$ cat src/rtl/mips_pkg.sv
// mips_pkg: shared ALU op encodings and the EX control bundle
package mips_pkg;
  localparam logic [1:0] ALU_ADD = 2'b00;
  localparam logic [1:0] ALU_SUB = 2'b10;
  localparam logic [1:0] ALU_XOR = 2'b01;
  localparam logic [1:0] ALU_SLT = 2'b11;
  typedef struct packed {
    logic       branch;
    logic       jump;
    logic       RegWr;
    logic       ALUSrc;
    logic       MemWr;
    logic       MemToReg;
    logic       jumpR;
    logic [1:0] ALUcntrl;
  } ctrl_t;
  localparam ctrl_t BUBBLE = '0;
endpackage

$ cat src/rtl/id_ex_stage_if.sv
// id_ex_stage_if: ID-side inputs and EX-side outputs of the ID/EX pipeline register
interface id_ex_stage_if #(parameter int DATA_W = 32, parameter int REG_W = 5);
  logic id_valid, id_branch, id_jump, id_RegDst, id_RegWr, id_ALUSrc, id_MemWr, id_MemToReg, id_jumpR;
  logic [1:0] id_ALUcntrl;
  logic [REG_W-1:0] id_rs, id_rt, id_rd;
  logic [DATA_W-1:0] id_rdata1, id_rdata2, id_imm, id_pc4;
  logic flush, stall_out;
  logic ex_valid, ex_branch, ex_jump, ex_RegWr, ex_ALUSrc, ex_MemWr, ex_MemToReg, ex_jumpR;
  logic [1:0] ex_ALUcntrl;
  logic [REG_W-1:0] ex_rs, ex_rt, ex_wrReg;
  logic [DATA_W-1:0] ex_rdata1, ex_rdata2, ex_imm, ex_pc4;
  modport master (
    output id_valid, id_branch, id_jump, id_RegDst, id_RegWr, id_ALUSrc, id_MemWr, id_MemToReg, id_jumpR,
    output id_ALUcntrl, id_rs, id_rt, id_rd, id_rdata1, id_rdata2, id_imm, id_pc4, flush,
    input stall_out, ex_valid, ex_branch, ex_jump, ex_RegWr, ex_ALUSrc, ex_MemWr, ex_MemToReg, ex_jumpR,
    input ex_ALUcntrl, ex_rs, ex_rt, ex_wrReg, ex_rdata1, ex_rdata2, ex_imm, ex_pc4
  );
  modport slave (
    input id_valid, id_branch, id_jump, id_RegDst, id_RegWr, id_ALUSrc, id_MemWr, id_MemToReg, id_jumpR,
    input id_ALUcntrl, id_rs, id_rt, id_rd, id_rdata1, id_rdata2, id_imm, id_pc4, flush,
    output stall_out, ex_valid, ex_branch, ex_jump, ex_RegWr, ex_ALUSrc, ex_MemWr, ex_MemToReg, ex_jumpR,
    output ex_ALUcntrl, ex_rs, ex_rt, ex_wrReg, ex_rdata1, ex_rdata2, ex_imm, ex_pc4
  );
endinterface

$ cat src/rtl/id_ex_stage_hazard_detect.sv
// hazard_detect: load-use detection between the load in EX and the sources of the ID instruction
module hazard_detect #(parameter int REG_W = 5) (
  input  logic             id_valid,
  input  logic             jump,
  input  logic             branch,
  input  logic             MemWr,
  input  logic             RegWr,
  input  logic             RegDst,
  input  logic [REG_W-1:0] id_rs,
  input  logic [REG_W-1:0] id_rt,
  input  logic             ex_valid,
  input  logic             ex_MemToReg,
  input  logic             ex_RegWr,
  input  logic [REG_W-1:0] ex_wrReg,
  output logic             load_use
);
  logic uses_rs, uses_rt;
  assign uses_rs = id_valid && !jump;
  assign uses_rt = id_valid && (MemWr || branch || (RegWr && RegDst));
  assign load_use = ex_valid && ex_MemToReg && ex_RegWr && (ex_wrReg != '0) &&
                    ((uses_rs && ex_wrReg == id_rs) || (uses_rt && ex_wrReg == id_rt));
endmodule

$ cat src/rtl/id_ex_stage.sv
// id_ex_stage: ID/EX pipeline register with load-use stall, flush bubbles and saturating event counters
module id_ex_stage
  import mips_pkg::*;
#(
  parameter int DATA_W = 32,
  parameter int REG_W  = 5,
  parameter int CNT_W  = 16
) (
  input  logic             clk,
  input  logic             reset,
  id_ex_stage_if.slave     bus,
  output logic [CNT_W-1:0] stall_cnt,
  output logic [CNT_W-1:0] flush_cnt
);
  logic vld, flush, regdst, load_use, bubble, stall, ex_vld;
  ctrl_t id_c, ex_c;
  logic [REG_W-1:0] wr_id, ex_wr;
  // Decoder bits may carry X; only a definite 1 counts as set
  assign vld = bus.id_valid === 1'b1;
  assign flush = bus.flush === 1'b1;
  assign regdst = bus.id_RegDst === 1'b1;
  assign id_c = '{
    branch:   vld && (bus.id_branch === 1'b1),
    jump:     vld && (bus.id_jump === 1'b1),
    RegWr:    vld && (bus.id_RegWr === 1'b1),
    ALUSrc:   vld && (bus.id_ALUSrc === 1'b1),
    MemWr:    vld && (bus.id_MemWr === 1'b1),
    MemToReg: vld && (bus.id_MemToReg === 1'b1),
    jumpR:    vld && (bus.id_jumpR === 1'b1),
    ALUcntrl: vld ? bus.id_ALUcntrl : ALU_ADD
  };
  assign wr_id = !id_c.RegWr ? '0 : regdst ? bus.id_rd : bus.id_rt;
  hazard_detect #(.REG_W(REG_W)) u_hazard (
    .id_valid    (vld),
    .jump        (id_c.jump),
    .branch      (id_c.branch),
    .MemWr       (id_c.MemWr),
    .RegWr       (id_c.RegWr),
    .RegDst      (regdst),
    .id_rs       (bus.id_rs),
    .id_rt       (bus.id_rt),
    .ex_valid    (ex_vld),
    .ex_MemToReg (ex_c.MemToReg),
    .ex_RegWr    (ex_c.RegWr),
    .ex_wrReg    (ex_wr),
    .load_use    (load_use)
  );
  // A flush kills the ID instruction outright, so it overrides the stall
  assign stall = load_use && !flush && !reset;
  assign bubble = flush || load_use;
  assign bus.stall_out = stall;
  always_ff @(posedge clk) begin
    if (reset) begin
      ex_c <= BUBBLE;
      ex_vld <= 1'b0;
      ex_wr <= '0;
      bus.ex_rs <= '0;
      bus.ex_rt <= '0;
      bus.ex_rdata1 <= '0;
      bus.ex_rdata2 <= '0;
      bus.ex_imm <= '0;
      bus.ex_pc4 <= '0;
      stall_cnt <= '0;
      flush_cnt <= '0;
    end else begin
      ex_c <= bubble ? BUBBLE : id_c;
      ex_vld <= vld && !bubble;
      ex_wr <= bubble ? '0 : wr_id;
      bus.ex_rs <= bus.id_rs;
      bus.ex_rt <= bus.id_rt;
      bus.ex_rdata1 <= bus.id_rdata1;
      bus.ex_rdata2 <= bus.id_rdata2;
      bus.ex_imm <= bus.id_imm;
      bus.ex_pc4 <= bus.id_pc4;
      stall_cnt <= stall_cnt + CNT_W'(stall && !(&stall_cnt));
      flush_cnt <= flush_cnt + CNT_W'(flush && vld && !(&flush_cnt));
    end
  end
  assign bus.ex_valid = ex_vld;
  assign bus.ex_wrReg = ex_wr;
  assign bus.ex_branch = ex_c.branch;
  assign bus.ex_jump = ex_c.jump;
  assign bus.ex_RegWr = ex_c.RegWr;
  assign bus.ex_ALUSrc = ex_c.ALUSrc;
  assign bus.ex_MemWr = ex_c.MemWr;
  assign bus.ex_MemToReg = ex_c.MemToReg;
  assign bus.ex_jumpR = ex_c.jumpR;
  assign bus.ex_ALUcntrl = ex_c.ALUcntrl;
endmodule

$ cat src/flat_wrapper.sv
// flat-port wrapper written by rule: the top's interface ports become plain ports
module id_ex_stage_flat import mips_pkg::*;
#(
  parameter int DATA_W = 32,
  parameter int REG_W  = 5,
  parameter int CNT_W  = 16
)
  (clk, reset, stall_cnt, flush_cnt, bus_id_valid, bus_id_branch, bus_id_jump, bus_id_RegDst, bus_id_RegWr, bus_id_ALUSrc, bus_id_MemWr, bus_id_MemToReg, bus_id_jumpR, bus_id_ALUcntrl, bus_id_rs, bus_id_rt, bus_id_rd, bus_id_rdata1, bus_id_rdata2, bus_id_imm, bus_id_pc4, bus_flush, bus_stall_out, bus_ex_valid, bus_ex_branch, bus_ex_jump, bus_ex_RegWr, bus_ex_ALUSrc, bus_ex_MemWr, bus_ex_MemToReg, bus_ex_jumpR, bus_ex_ALUcntrl, bus_ex_rs, bus_ex_rt, bus_ex_wrReg, bus_ex_rdata1, bus_ex_rdata2, bus_ex_imm, bus_ex_pc4);
  id_ex_stage_if #(.DATA_W(DATA_W), .REG_W(REG_W)) bus_i ();
  input  logic clk;
  input  logic reset;
  output logic [CNT_W-1:0] stall_cnt;
  output logic [CNT_W-1:0] flush_cnt;
  input wire logic [$bits(bus_i.id_valid)-1:0] bus_id_valid;
  input wire logic [$bits(bus_i.id_branch)-1:0] bus_id_branch;
  input wire logic [$bits(bus_i.id_jump)-1:0] bus_id_jump;
  input wire logic [$bits(bus_i.id_RegDst)-1:0] bus_id_RegDst;
  input wire logic [$bits(bus_i.id_RegWr)-1:0] bus_id_RegWr;
  input wire logic [$bits(bus_i.id_ALUSrc)-1:0] bus_id_ALUSrc;
  input wire logic [$bits(bus_i.id_MemWr)-1:0] bus_id_MemWr;
  input wire logic [$bits(bus_i.id_MemToReg)-1:0] bus_id_MemToReg;
  input wire logic [$bits(bus_i.id_jumpR)-1:0] bus_id_jumpR;
  input wire logic [$bits(bus_i.id_ALUcntrl)-1:0] bus_id_ALUcntrl;
  input wire logic [$bits(bus_i.id_rs)-1:0] bus_id_rs;
  input wire logic [$bits(bus_i.id_rt)-1:0] bus_id_rt;
  input wire logic [$bits(bus_i.id_rd)-1:0] bus_id_rd;
  input wire logic [$bits(bus_i.id_rdata1)-1:0] bus_id_rdata1;
  input wire logic [$bits(bus_i.id_rdata2)-1:0] bus_id_rdata2;
  input wire logic [$bits(bus_i.id_imm)-1:0] bus_id_imm;
  input wire logic [$bits(bus_i.id_pc4)-1:0] bus_id_pc4;
  input wire logic [$bits(bus_i.flush)-1:0] bus_flush;
  output wire logic [$bits(bus_i.stall_out)-1:0] bus_stall_out;
  output wire logic [$bits(bus_i.ex_valid)-1:0] bus_ex_valid;
  output wire logic [$bits(bus_i.ex_branch)-1:0] bus_ex_branch;
  output wire logic [$bits(bus_i.ex_jump)-1:0] bus_ex_jump;
  output wire logic [$bits(bus_i.ex_RegWr)-1:0] bus_ex_RegWr;
  output wire logic [$bits(bus_i.ex_ALUSrc)-1:0] bus_ex_ALUSrc;
  output wire logic [$bits(bus_i.ex_MemWr)-1:0] bus_ex_MemWr;
  output wire logic [$bits(bus_i.ex_MemToReg)-1:0] bus_ex_MemToReg;
  output wire logic [$bits(bus_i.ex_jumpR)-1:0] bus_ex_jumpR;
  output wire logic [$bits(bus_i.ex_ALUcntrl)-1:0] bus_ex_ALUcntrl;
  output wire logic [$bits(bus_i.ex_rs)-1:0] bus_ex_rs;
  output wire logic [$bits(bus_i.ex_rt)-1:0] bus_ex_rt;
  output wire logic [$bits(bus_i.ex_wrReg)-1:0] bus_ex_wrReg;
  output wire logic [$bits(bus_i.ex_rdata1)-1:0] bus_ex_rdata1;
  output wire logic [$bits(bus_i.ex_rdata2)-1:0] bus_ex_rdata2;
  output wire logic [$bits(bus_i.ex_imm)-1:0] bus_ex_imm;
  output wire logic [$bits(bus_i.ex_pc4)-1:0] bus_ex_pc4;
  assign bus_i.id_valid = bus_id_valid;
  assign bus_i.id_branch = bus_id_branch;
  assign bus_i.id_jump = bus_id_jump;
  assign bus_i.id_RegDst = bus_id_RegDst;
  assign bus_i.id_RegWr = bus_id_RegWr;
  assign bus_i.id_ALUSrc = bus_id_ALUSrc;
  assign bus_i.id_MemWr = bus_id_MemWr;
  assign bus_i.id_MemToReg = bus_id_MemToReg;
  assign bus_i.id_jumpR = bus_id_jumpR;
  assign bus_i.id_ALUcntrl = bus_id_ALUcntrl;
  assign bus_i.id_rs = bus_id_rs;
  assign bus_i.id_rt = bus_id_rt;
  assign bus_i.id_rd = bus_id_rd;
  assign bus_i.id_rdata1 = bus_id_rdata1;
  assign bus_i.id_rdata2 = bus_id_rdata2;
  assign bus_i.id_imm = bus_id_imm;
  assign bus_i.id_pc4 = bus_id_pc4;
  assign bus_i.flush = bus_flush;
  assign bus_stall_out = bus_i.stall_out;
  assign bus_ex_valid = bus_i.ex_valid;
  assign bus_ex_branch = bus_i.ex_branch;
  assign bus_ex_jump = bus_i.ex_jump;
  assign bus_ex_RegWr = bus_i.ex_RegWr;
  assign bus_ex_ALUSrc = bus_i.ex_ALUSrc;
  assign bus_ex_MemWr = bus_i.ex_MemWr;
  assign bus_ex_MemToReg = bus_i.ex_MemToReg;
  assign bus_ex_jumpR = bus_i.ex_jumpR;
  assign bus_ex_ALUcntrl = bus_i.ex_ALUcntrl;
  assign bus_ex_rs = bus_i.ex_rs;
  assign bus_ex_rt = bus_i.ex_rt;
  assign bus_ex_wrReg = bus_i.ex_wrReg;
  assign bus_ex_rdata1 = bus_i.ex_rdata1;
  assign bus_ex_rdata2 = bus_i.ex_rdata2;
  assign bus_ex_imm = bus_i.ex_imm;
  assign bus_ex_pc4 = bus_i.ex_pc4;
  id_ex_stage #(.DATA_W(DATA_W), .REG_W(REG_W), .CNT_W(CNT_W)) u_core (.clk(clk), .reset(reset), .bus(bus_i), .stall_cnt(stall_cnt), .flush_cnt(flush_cnt));
endmodule
$ cat config.mk
export PLATFORM = sky130hd
export DESIGN_NAME = id_ex_stage_flat
export DESIGN_NICKNAME = d
export VERILOG_FILES = /design/src/rtl/mips_pkg.sv /design/src/rtl/id_ex_stage_if.sv /design/src/rtl/id_ex_stage_hazard_detect.sv /design/src/rtl/id_ex_stage.sv /design/src/flat_wrapper.sv
export SDC_FILE = /design/constraint.sdc
export NUM_CORES = 1
export LEC_CHECK = 0
export ABC_AREA = 1
export CORE_MARGIN = 5
export CORE_UTILIZATION = 39
export CTS_BUF_LIST = sky130_fd_sc_hd__clkbuf_16
export DETAILED_ROUTE_END_ITERATION = 12
export MAX_ROUTING_LAYER = met4
export PLACE_DENSITY = 0.82
export SETUP_SLACK_MARGIN = 0.3
export SYNTH_ARGS = -nofsm -noshare
export SYNTH_HDL_FRONTEND = slang
export SYNTH_HIERARCHICAL = 1
export SYNTH_SLANG_ARGS = --single-unit
export TNS_END_PERCENT = 10
$ cat constraint.sdc
create_clock -name clk -period 2.7 [get_ports clk]
set_clock_uncertainty 0.15 [all_clocks]
set_input_delay 0.405 -clock clk [delete_from_list [all_inputs] [get_ports clk]]
set_output_delay 0.405 -clock clk [all_outputs]
set_load 0.01 [all_outputs]
==> results of run 1 <==
-- tightest hold or removal path: stages --
cell	delay, ns
dlymetal6s2s_1	0.15
inv_1	0.06
nor2_1	0.03
-- through the flow --
| step | cells | hold WS (ns) | setup TNS [ns] | utilization |
|---|---|---|---|---|
| after global placement | 1351 | 0.341 | -3.21 | 0.631 |
| final | 1389 | 0.111 | 0 | 0.680 |
| after floorplan | 800 | 0.332 | 0 | - |
| after global routing | 1389 | 0.103 | 0 | 0.680 |
| after detailed placement | 1351 | 0.349 | -4.73 | 0.631 |
| after CTS | 1384 | 0.215 | 0 | 0.670 |
-- placed cells by master, fill, tap and decap left out, drive strengths merged --
cell type / count
nor4: 3
clkdlybuf4s15: 1
dlygate4sd2: 3
a21oi: 20
dfxtp: 185
nor3: 3
and3: 1
buf: 20
clkinv: 5
nor3b: 1
xor2: 3
nor2: 217
clkinvlp: 2
inv: 205
nand2: 103
dlymetal6s2s: 12
bufinv: 3
o21a: 5
clkbuf: 17
ha: 5
clkdlybuf4s50: 324
o21ai: 6
nand4: 6
nand3: 17
xnor2: 1
diode: 1
o21bai: 4
-- where the power goes --
group / internal (uW) / total [uW] / leakage [uW] / switching, uW
Combinational: 449 / 729 / 0.00326 / 280
Clock: 1460 / 2530 / 0.000292 / 1070
Sequential: 2840 / 2880 / 0.00153 / 32.1
Total: 4750 / 6130 / 0.00508 / 1380
-- sequential cells by signal, summed over array words and instances, names as in the netlist --
signal                  count
u_core/bus.ex_jump          1
u_core/bus.ex_MemWr         1
u_core/bus.ex_pc4          32
u_core/bus.ex_MemToReg      1
u_core/bus.ex_rdata1       32
u_core/bus.ex_rt            5
u_core/bus.ex_imm          32
u_core/flush_cnt           16
u_core/bus.ex_branch        1
u_core/bus.ex_ALUcntrl      2
u_core/bus.ex_rdata2       32
u_core/bus.ex_wrReg         5
u_core/bus.ex_valid         1
u_core/stall_cnt           16
u_core/bus.ex_RegWr         1
u_core/bus.ex_rs            5
u_core/bus.ex_jumpR         1
u_core/bus.ex_ALUSrc        1
-- timing repair --
action | 4_1_cts | 5_1_grt
endpoints found under the setup margin | 15 | 15
setup buffers | 1 | 4
cloned | 0 | 0
hold buffers | 0 | 0
gates resized for setup | 13 | 44
pin swaps | 6 | 18
-- cell type report --
cell class / instances / share of cell area
well taps: 216 / 0.0251
inverters: 200 / 0.0697
clock inverters: 15 / 0.0160
multi-input cells: 395 / 0.171
clock buffers: 17 / 0.0395
flip-flops and latches: 185 / 0.345
diodes: 1 / 0.000232
repair buffers: 360 / 0.333
-- layer usage --
layer / part of all wire / up-vias / wire length [um]
li1: - / 3013 / -
met1: 0.36 / 2589 / 6720
met3: 0.10 / 28 / 1930
met4: 0.023 / 0 / 437
met2: 0.52 / 233 / 9670
met5: 0 / - / 0
-- worst paths after layout --
kind                                              from                    to
worst max register to register  u_core/bus.ex_wrReg[2]  u_core/stall_cnt[11]
worst min register to register     u_core/flush_cnt[7]   u_core/flush_cnt[7]
worst min-delay path                      bus_id_rs[0]   u_core/bus.ex_rs[0]
worst max-delay path                      bus_id_valid  u_core/stall_cnt[11]
-- kinds of logic (layout without fill, tap and decap cells) --
family	Yosys count	in the layout	share of synthesized area
adders and majority gates	5	5	0.00998
other	0	1	0
DFF	185	185	0.591
and+or+nand+nor	351	351	0.225
AOI/OAI and AO/OA	35	35	0.0333
buffers and inverters	220	592	0.135
xor gates and xnor gates	4	4	0.00559
==> impl_metrics.tcl, run 1 <==
set metrics [dict create \
    grt_pass1_wl_um 27600 \
    pre_cts_slack_ns -0.426 \
    drtIter0Drc 311 \
    rows 46 \
    slowest_stage "clkdlybuf4s15_1" \
    cpPeakStageDelay_ns 0.28 \
    grt_util_met3 0.0842 \
    min_period_ns 2.39 \
    viasPerCell 4.22 \
    synth_edf_count 0 \
    wl_per_cell_um 13.5 \
    nNetsFinal 1321 \
    outcome "finished, final reports clean" \
    grt.total_usage 0.197 \
    cts_sinks 185 \
    first_pass_iters 4 \
    drt-total-wl_um 18800 \
    dieArea_um2 18700 \
    crit_type "in2reg" \
    cts.path.max_buffers 2 \
    endpoint_kind "register" \
    vias 5863 \
    syn_to_final_growth_pct 71.8 \
    tightest_slew_ns 0.714 \
    finalWorstSetupSlack_ns 0.307 \
    ys_seq_elements 185 \
    core_um2 15800 \
    avgSynthCellArea_um2 7.83 \
    root_buffer "clkbuf_16" \
    drv_cap 0 \
    placed_area_um2 9980 \
    holdCritPathClass "in2reg" \
    antenna_found_initial 1 \
    slew-limit-headroom 0.524 \
    synthCells 800 \
    netlist_top_cells_count "nor2_1, inv_1, dfxtp_1" \
    use_met2 0.341 \
    cp.arrival_ns 2.57 \
    initial_core_util 0.396 \
    drive_gt1_frac 0.0811 \
    die_x_um 137 \
    syn_area_um2 6270 \
    htree_levels 4 \
    peakVddDrop_mv 0.400 \
    worst-path-buf-inv 4 \
    grt_max_degree 156 \
    grt_pass1_vias 5631 \
    crit_cells 19 \
    drc 0 \
    hold_viol 0 \
    synthTopCellsByArea "dfxtp_1, nor2_1, inv_1, nand2_1, a21oi_1" \
    clk_pin_slew_ns 0.07 \
    post-synth-top-count-cell "nor2_1" \
    io_buffers 342 \
    netlist.area_leader.share 0.591 \
    hold_depth 3 \
    p_leak_uw 0.00508 \
    met1_usage 0.196 \
    postSynth.asyncResetShare 0 \
    synth_cell_types 29 \
    cts_tree "yes" \
    synth_fp_nets 962 \
    period_share 0.886 \
    postLayoutCellArea_um2 10800 \
    setup_violations 0 \
    io_pins 343 \
    reg2reg_depth 16 \
    worst_skew_pair.late_latency_ns 0.43 \
    multi_input_area_um2 1840 \
    r2r_slack_ns 0.34 \
    dp_hpwl_um 14000 \
    rsz0062_at_grt "true" \
    ys_warn_count 6 \
    crit_family "simple AND/OR/NAND/NOR gates" \
    cp_common_cell "nand2_1" \
    nFillCells 1227 \
    worstPathMaxFanout 5 \
    cts_buffers 17 \
    synth_ff_type "dfxtp_1" \
    crit_chain "clkdlybuf4s15_1 -> nand2_1 -> inv_1 -> nor2_4 -> nand2_1 -> nand2_1 -> inv_1 -> nand3_2 -> a21oi_2 -> nand2_1 -> nor2_2 -> o21a_1 -> ha_4 -> buf_4 -> nand3_1 -> nor2_2 -> nand3_1 -> nand2_1 -> nor2_1" \
    gp_congestion 0.857 \
    die_h_um 137 \
    powerDensity_nw_per_um2 570 \
    yosysTopAreaCell "dfxtp_1" \
    seq_area_frac_synth 0.591 \
    cp-start-kind "input port" \
    register_area_um2 3710 \
    required_ns 2.87 \
    drtAntennaViolNets 0 \
    gr-max-usage-layer "met2" \
    power.total_uw 6130 \
    slew_violations 0 \
    overflow 0 \
    fmax_mhz 418 \
]
Power figures use the tool's default switching activity.
==> inputs of run 2 (changes only) <==
CTS_CLUSTER_SIZE = 8   (was default)
==> results of run 2 <==
The final DEF is identical to that of run 1; final timing and power are the same.
==> inputs of run 3 (changes only) <==
GPL_TIMING_DRIVEN = 0   (was default)
==> run 3 against run 2 <==
Net effect: cell count up 2.4%; maximum frequency fell by 0.38%; worst hold slack better by 0.0062 ns; wire length is 3.6% higher; combinational power is 4.1% higher; highest routed layer unchanged; critical path depth decreased by 3; largest power group unchanged; first-iteration DRC count up 11%; sequential share of layout area decreased by 0.62 points; total power grew 3.6%; final area is 1.9% higher; critical path type is now reg2reg; global-route usage is 0.87 points higher; via count is 3.0% higher.
==> impl_metrics.tcl, run 3 (same netlist as run 1, synthesis figures left out) <==
set metrics [dict create \
    outcome "finished, final reports clean" \
    setup_violations 0 \
    cts_sinks 185 \
    clkPwrFrac 0.429 \
    cp.arrival_ns 2.57 \
    drt-total-wl_um 19400 \
    power.switching_uw 1400 \
    cts.path.max_buffers 2 \
    final_common_cell "clkdlybuf4s50_1" \
    drive_gt1_frac 0.100 \
    cts_buffers 17 \
    swShare 0.220 \
    cellInternalPower_uw 4960 \
    wl_per_cell_um 13.7 \
    worst_skew_pair.late_latency_ns 0.42 \
    fmax_mhz 416 \
    power.total_uw 6360 \
    slew_violations 0 \
    clk_pin_slew_ns 0.07 \
    grt_pass1_wl_um 28700 \
    nNetsFinal 1357 \
    r2r_slack_ns 0.30 \
    p_leak_uw 0.00512 \
    first_pass_iters 5 \
    overflow 0 \
    io_pins 343 \
    core_um2 15800 \
    cp-start-kind "register" \
    tns_ns 0 \
    drtAntennaViolNets 0 \
    grt_max_degree 17 \
    drtIter0Drc 346 \
    hold_viol 0 \
    cts_tree "yes" \
    required_ns 2.87 \
    final_cell_mix "clkdlybuf4s50_1, nor2_1, inv_1" \
    grt.total_usage 0.206 \
    die_h_um 137 \
    root_buffer "clkbuf_16" \
    p_comb_frac 0.119 \
    tightest_slew_ns 0.523 \
    viasPerCell 4.24 \
    period_share 0.890 \
    drc 0 \
    peakVddDrop_mv 0.476 \
    die_x_um 137 \
    antenna_found_initial 1 \
    min_period_ns 2.40 \
    syn_to_final_growth_pct 75.1 \
    finalWorstSetupSlack_ns 0.298 \
    vias 6036 \
    powerDensity_nw_per_um2 580 \
    slew-limit-headroom 0.651 \
    rows 46 \
    dieArea_um2 18700 \
    endpoint_kind "register" \
    dp_hpwl_um 14900 \
    initial_core_util 0.396 \
    worstPathMaxFanout 4 \
    holdCritPathClass "in2reg" \
    pre_cts_slack_ns -0.581 \
    final_util 0.693 \
    grt_pass1_vias 5798 \
    gp_congestion 0.847 \
    crit_type "reg2reg" \
    io_buffers 342 \
    rsz0062_at_grt "true" \
    ctsHoldBuffers 0 \
    power_frac_seq 0.452 \
    htree_levels 4 \
    hold_slack_ns 0.117 \
    drv_cap 0 \
]
run 3: cell types whose count changed in the layout (fill, tap and decap cells not counted), sizes merged:
cell           before  now
buf                20   54
bufinv              3    5
clkbuf             17   19
clkdlybuf4s15       1    0
clkdlybuf4s50     324  325
clkinv              5    2
dlygate4sd2         3   12
dlymetal6s2s       12    3
inv               205  204
run 3: final cells by class:
cell class,instances,area (um^2)
clock buffers,17,425
plain buffers,20,93.8
well taps,216,270
flip-flops and latches,185,3720
multi-input cells,395,1830
inverters,200,751
diodes,1,2.50
fillers,1205,4860
clock inverters,13,215
repair buffers,376,3660
run 3: stage by stage:
stage	std cells	cell area [um^2]
finish	1423	11000
global route	1423	11000
CTS	1417	10900
detailed placement	1358	9970
global placement	1358	9970
floorplan	800	6270
run 3: path summary, 6_finish.rpt:
path,from,to,cells after the start
max,u_core/bus.ex_wrReg[4],u_core/stall_cnt[11],16
min,bus_id_rs[4],u_core/bus.ex_rs[4],3
max reg2reg,u_core/bus.ex_wrReg[4],u_core/stall_cnt[11],16
min reg2reg,u_core/stall_cnt[8],u_core/stall_cnt[8],2
run 3: repair_timing:
item / in CTS / in global routing
resized for setup: 38 / 17
setup buffers: 29 / 5
setup endpoints to repair: 16 / 18
pin swaps: 13 / 13
run 3: worst max-delay path, stage by stage (launching register included):
cell and delay [ns]:
dfxtp_4 0.35, inv_2 0.04, nand2_1 0.05, nand2_1 0.08, nor2_4 0.12, nand3_2 0.08, a21oi_2 0.17, nand2_1 0.08
nor2_2 0.16, o21a_1 0.18, ha_4 0.18, buf_4 0.11, nand3_1 0.07, nor2_1 0.23, nand3_1 0.11, nand2_1 0.09
nor2_1 0.05
run 3: per-layer routing:
layer | track usage | wire, um
met5 | - | 0
met2 | 0.370 | 10300
met3 | 0.0772 | 1870
met1 | 0.202 | 6880
met4 | 0.0761 | 389
run 3: power by group through the flow:
stage	clock [uW]	combinational [uW]	sequential (uW)
6_report	2720	759	2870
5_1_grt	2900	820	2880
4_1_cts	2770	759	2880
3_5_place_dp	0	732	2940
3_3_place_gp	0	720	2940
2_1_floorplan	0	154	3000
